--- config.mk ---
export PLATFORM = sky130hd
export DESIGN_NAME = dma_fifo_drain
export DESIGN_NICKNAME = d
export VERILOG_FILES = /design/src/rtl/dma_fifo_drain.sv
export SDC_FILE = /design/constraint.sdc
export NUM_CORES = 1
export LEC_CHECK = 0
export CELL_PAD_IN_SITES_DETAIL_PLACEMENT = 1
export CELL_PAD_IN_SITES_GLOBAL_PLACEMENT = 1
export CORE_UTILIZATION = 50
export DETAILED_ROUTE_END_ITERATION = 6
export DONT_BUFFER_PORTS = 1
export HOLD_SLACK_MARGIN = 0.08
export PLACE_DENSITY = 0.85
export SLEW_MARGIN = 20
export SYNTH_ARGS = -nofsm -noshare
export SYNTH_HDL_FRONTEND = slang
export SYNTH_SLANG_ARGS = --single-unit
--- constraint.sdc ---
create_clock -name clk -period 5.8 [get_ports clk]
set_clock_uncertainty 0.1 [all_clocks]
set_input_delay 1.16 -clock clk [delete_from_list [all_inputs] [get_ports clk]]
set_output_delay 1.16 -clock clk [all_outputs]
set_load 0.05 [all_outputs]
--- src/rtl/dma_fifo_drain.sv ---
// Read-side DMA master: pops staged words from the fifo one at a time and writes
// each to consecutive memory word addresses through the openMSP430 DMA port.
module dma_fifo_drain #(
    parameter int DATA   = 16,
    parameter int ADDR_W = 15,
    parameter int LEN_W  = 16
) (
    input  logic              clk,
    input  logic              rst,
    input  logic              start,
    input  logic              abort,
    input  logic [ADDR_W-1:0] start_addr,
    input  logic [LEN_W-1:0]  word_count,
    output logic              busy,
    output logic              done,
    output logic              error,
    input  logic              fifo_empty,
    input  logic [DATA-1:0]   fifo_out,
    output logic              fifo_enable,
    output logic              fifo_wr_rd,
    output logic              dma_en,
    output logic [1:0]        dma_we,
    output logic [ADDR_W-1:0] dma_addr,
    output logic [DATA-1:0]   dma_din,
    input  logic              dma_ready,
    input  logic              dma_resp
);

    typedef enum logic [2:0] {
        IDLE,
        POP,
        REQ,
        DONE,
        ERR
    } state_t;

    state_t            state, state_next;
    logic [ADDR_W-1:0] addr, addr_next;
    logic [LEN_W-1:0]  rem, rem_next;
    logic [DATA-1:0]   hold, hold_next;

    always_ff @(posedge clk or posedge rst) begin
        if (rst) begin
            state <= IDLE;
            addr  <= '0;
            rem   <= '0;
            hold  <= '0;
        end else begin
            state <= state_next;
            addr  <= addr_next;
            rem   <= rem_next;
            hold  <= hold_next;
        end
    end

    // Abort is tested before the fifo pop and the ready handshake so that a
    // cancelled transfer never consumes a word nor advances the address.
    always_comb begin
        state_next  = state;
        addr_next   = addr;
        rem_next    = rem;
        hold_next   = hold;
        busy        = 1'b0;
        done        = 1'b0;
        error       = 1'b0;
        fifo_enable = 1'b0;
        fifo_wr_rd  = 1'b0;
        dma_en      = 1'b0;
        dma_we      = 2'b00;
        dma_addr    = '0;
        dma_din     = '0;

        case (state)
            IDLE: begin
                if (start) begin
                    addr_next  = start_addr;
                    rem_next   = word_count;
                    state_next = (word_count == '0) ? DONE : POP;
                end
            end
            POP: begin
                busy = 1'b1;
                if (abort) begin
                    state_next = IDLE;
                end else if (!fifo_empty) begin
                    fifo_enable = 1'b1;
                    hold_next   = fifo_out;
                    state_next  = REQ;
                end
            end
            REQ: begin
                busy     = 1'b1;
                dma_en   = 1'b1;
                dma_we   = 2'b11;
                dma_addr = addr;
                dma_din  = hold;
                if (abort) begin
                    state_next = IDLE;
                end else if (dma_ready) begin
                    if (dma_resp) begin
                        state_next = ERR;
                    end else begin
                        addr_next  = addr + {{(ADDR_W-1){1'b0}}, 1'b1};
                        rem_next   = rem - {{(LEN_W-1){1'b0}}, 1'b1};
                        state_next = (rem == {{(LEN_W-1){1'b0}}, 1'b1}) ? DONE : POP;
                    end
                end
            end
            DONE: begin
                done       = 1'b1;
                state_next = IDLE;
            end
            ERR: begin
                error      = 1'b1;
                state_next = IDLE;
            end
            default: begin
                state_next = IDLE;
            end
        endcase
    end

endmodule

# [Word-level counts from Yosys, hierarchy flattened]
# Index checks and enable logic that the tools add are counted.
[classes] addsub=2 eq_ne=11 muxes=29 bitwise_logic=2 reduce_logical=7
[op_table] cell="16-bit 2-to-1 mux" n=5
[op_table] cell="15-bit 2-to-1 mux" n=5
[op_table] cell="16-bit one-hot mux with 2 select lines" n=1
[op_table] cell="15-bit one-hot mux with 2 select lines" n=1
[op_table] cell="3-bit 2-to-1 mux" n=6
[op_table] cell="16-bit by 1-bit equality test with 1-bit output, second input constant" n=1
[op_table] cell="16-bit logical NOT" n=1
[op_table] cell="16-bit by 1-bit subtractor with 16-bit output, second input constant" n=1
[op_table] cell="15-bit by 1-bit adder with 15-bit output, second input constant" n=1
[op_table] cell="3-bit one-hot mux with 3 select lines" n=1
[op_table] cell="2-bit != test, second input constant" n=4
[op_table] cell="1-bit 2-to-1 mux" n=7
[op_table] cell="3-bit by 2-bit equality test with 1-bit output, second input constant" n=2
[op_table] cell="2-bit 2-to-1 mux" n=3
[op_table] cell="3-bit != test, second input constant" n=2
[op_table] cell="3-bit AND reduction" n=2
[op_table] cell="5-bit AND reduction" n=1
[op_table] cell="3-bit by 1-bit equality test with 1-bit output, second input constant" n=1
[op_table] cell="3-bit equality test, second input constant" n=1
[op_table] cell="3-bit logical NOT" n=1
[op_table] cell="1-bit NOT" n=2
[op_table] cell="2-bit nonzero test" n=1
[op_table] cell="2-bit OR reduction" n=1
[word_totals] ff_bits=50 input_bits=54 output_inout_bits=39 wordCells=55

# [Longest topological paths before layout]
[logic_depth] word_depth=6 ltp_mapped=9 depth_no_buf=6

# [Worst setup path before layout]
# OpenSTA, ideal clock, no wires.
[synth_path] path_kind="flip-flop to output port" startpoint="register state[2]" endpoint="output dma_addr[0]" t_arrival_ns=2.433 required_ns=4.540 slack_ns=2.107 stages_incl_launch_ff=8 n_path_buf=4 path_cell_list="dfrtp_1 > clkbuf_1 > or3b_1 > clkbuf_1 > inv_2 > buf_2 > clkbuf_1 > and2_1"
[synth_between] elab_chain_len=2
[synth_rtl] element="start, declared" line="37" rtl="state_t state, state_next;"
[synth_rtl] element="start signal, assigned" line="49" rtl="state <= state_next;"
[synth_rtl] element="3-bit by 2-bit equality test with 1-bit output" line="73" rtl="case (state)"
[synth_rtl] element="15-bit 2-to-1 mux" line="73"
[synth_rtl] element="end, declared" line="23" rtl="output logic [ADDR_W-1:0] dma_addr,"
# No other way between the ends.

# [Final worst setup path]
[layout_path] startpoint="register state[1]" endpoint="output dma_din[6]"
[layout_between] elab_chain_len=2
[layout_rtl] element="3-bit by 2-bit equality test with 1-bit output" line="73"
[layout_rtl] element="16-bit 2-to-1 mux" line="73"
[layout_rtl] element="end, declared" line="24" rtl="output logic [DATA-1:0] dma_din,"
# No other way between the ends.

==> results.py <==
metrics = {
    "logic_synthesis": {
        "synth.top_cell.area_share": 0.404,
        "synth_cells": 354,
        "synth_cell_types": 53,
        "synth_fp_nets": 411,
        "synthFlopType": "dfrtp_1",
        "yosys.area.top_type": "dfrtp_1",
        "synth.ff_latch_count": 50,
        "ys_warn_count": 0,
        "synth-edff-count": 0,
        "ys_seq_area_frac": 0.404,
        "synth.top_cells.by_area": "dfrtp_1 (40%), and2_1 (5.9%), mux2_2 (5.8%), o21ai_0 (3.7%), a21oi_1 (3.6%)",
        "syn_area_per_cell_um2": 8.75,
        "synth_area_um2": 3100,
        "async_flop_share": 1.00,
    },
    "clocking": {
        "htree_num_levels": 2,
        "clockRootBuffer": "clkbuf_8",
        "cts_tree": "built",
        "cts_resized": 0,
        "clock_path_buffers": 2,
        "numCtsBuffers": 5,
        "clk_pin_slew_ps": 100,
        "post_cts_buffers": 0,
        "cts.sinks": 50,
        "worstSkewPairLatency_ps": 310,
        "holdBufCountCts": 0,
    },
    "drt": {
        "postRouteAntennaNets": 0,
        "wirelength_um": 8290,
        "vias_per_cell": 6.62,
        "avgRoutedWirePerCell_um": 20.0,
        "firstDrtPassIters": 4,
        "drc_errors": 0,
        "vias": 2747,
        "first_iter_violations": 193,
    },
    "timing": {
        "fin_crit_ps": 4240,
        "holdWs_ps": 409,
        "fmax_mhz": 236,
        "tightest_slew_ps": 1020,
        "max_slew_margin": 0.319,
        "rsz0062_at_grt": "false",
        "hold_viol_final": 0,
        "slew_violations": 0,
        "fin_crit_sh": 0.731,
        "tns_ps": 0,
        "fin_ws_ps": 1560,
        "setup_violations": 0,
    },
    "setup_path": {
        "cp_cell_sequence": "or3b_1, buf_4, clkinv_2, and2_1",
        "crit_path_max_fanout": 60,
        "critPathArrivalTime_ps": 2980,
        "crit_buf_inv": 2,
        "worstSetupStartpointType": "flip-flop",
        "end_kind": "primary output",
        "critPathSlowestCell": "clkinv_2",
        "cp.required_ps": 4540,
        "crit_type": "reg2out",
        "r2r_slack_ps": 2590,
        "cp_slowest_stage_delay_ps": 770,
        "path_delay_family": "buffers and inverters",
    },
    "global_route": {
        "grt-ovfl-total": 0,
        "grt_max_degree": 61,
        "antenna_found_initial": 0,
        "grt_pass1_wl_um": 13400,
        "track_usage": 0.269,
        "grt_pass1_vias": 2633,
    },
    "die": {
        "dieHeight_um": 80.7,
        "std_cell_rows": 28,
        "io_pins": 93,
        "start_util": 0.520,
        "coreArea_um2": 5960,
        "die_w_um": 80.7,
        "die-area_um2": 6510,
    },
    "placement": {
        "place_congestion": 0.787,
        "dpl_cell_area_um2": 3130,
        "hpwl_um": 5790,
        "portBuffers": 0,
        "place_ws_ps": 1940,
    },
    "power": {
        "switching_share": 0.457,
        "p_sw_uw": 692,
        "powerDensity_nw_per_um2": 469,
        "pwr-share-clk": 0.150,
        "internal_power_uw": 823,
        "combinationalPowerShare": 0.394,
        "seq_power_share": 0.457,
        "vdd_drop_max_mv": 0.259,
        "cellLeakagePower_nw": 1.25,
    },
    "layout": {
        "fillCellCount": 714,
        "stdcell_area_um2": 3230,
        "drive_above_1_share": 0.112,
        "insertedDiodeCount": 0,
        "nets": 396,
        "area_growth_pct": 4.20,
        "seq_area_um2": 1250,
        "multi_input_area_um2": 1700,
    },
    "run_status": {
        "status": "finished, final reports clean",
    },
    "worst_hold_path": {
        "hp-class": "reg2reg",
    },
    "run": {
        "maxCapViolations": 0,
    },
}
## metal layers
layer,wire length [um],track usage,vias up
li1,-,-,1263
met1,3720,0.372,1397
met5,0,0,-
met2,4010,0.432,81
met3,500,0.0545,6
met4,68,0.0625,0
## final cells by class
class | instances | area share
clock buffers | 6 | 0.0256
clock inverters | 2 | 0.00504
inverters | 9 | 0.0112
multi-input cells | 267 | 0.527
flip-flops and latches | 50 | 0.388
well taps | 75 | 0.0291
repair buffers | 6 | 0.0140
## cell families after synthesis
group,synth area share
buf+inv,0.0521
flops,0.404
simple gates,0.277
fa+ha+maj,0.0121
compound gates,0.189
mux,0.0646
other cells,0.00121
## synthesized netlist by cell type (10+ instances only)
cell and n:
mux2_2 16, clkbuf_1 15, and2_1 29, nand2_1 26
o21ai_0 23, nand3_1 11, nor4_1 10, dfrtp_1 50
a21oi_1 22, nor3_1 11, nor2_1 25
## metrics by stage
stage / cells / utilization / power, mW
after floorplan: 354 / - / 1.15
after global placement: 407 / 0.525 / 1.25
after detailed placement: 407 / 0.525 / 1.29
after CTS: 415 / 0.542 / 1.52
after global routing: 415 / 0.542 / 1.62
final: 415 / 0.542 / 1.51
## cells in the final DEF, fill, tap and decap left out, drive strengths merged, types with 2 or more instances in the layout
master   Yosys  layout
ha           3       3
inv          9       8
a21oi       23      23
nand2b       5       5
a211oi       2       2
o22a         7       7
mux2i        2       2
nor3b        3       3
and4         2       2
nor3        11      11
clkbuf      15       6
a2bb2oi      6       6
or4b         2       2
nor4        11      11
clkinv       0       2
nor4bb       2       2
a22oi        4       4
o21a         3       3
a31oi        7       7
o22ai        5       5
and2        30      30
and3         4       4
nand3       11      11
mux2        16      16
o211ai       4       4
nor2        25      25
dfrtp       50      50
o2bb2ai      2       2
buf         13       6
or4          6       6
nand4        9       9
nand2       26      26
o21ai       24      24
## power groups by stage
stage	clock [mW]	sequential, mW	combinational (mW)
finish	0.227	0.692	0.596
floorplan	0	0.622	0.527
global route	0.242	0.723	0.653
detailed placement	0	0.696	0.597
global placement	0	0.683	0.570
CTS	0.232	0.690	0.599
## sequential cells by signal, indices dropped and copies added (netlist names)
signal / flops
state: 3
hold: 16
rem: 16
addr: 15
## path summary, 6_finish.rpt
check                          from         end  depth (start not counted)
setup / recovery           state[1]  dma_din[6]                          4
hold / removal             hold[14]    hold[14]                          1
setup reg to reg           state[1]     addr[3]                          6
hold reg to reg            hold[14]    hold[14]                          1
max in group asynchronous       rst    state[0]                          1
min in group asynchronous       rst     hold[1]                          1
(Power assumes the default switching activity.)
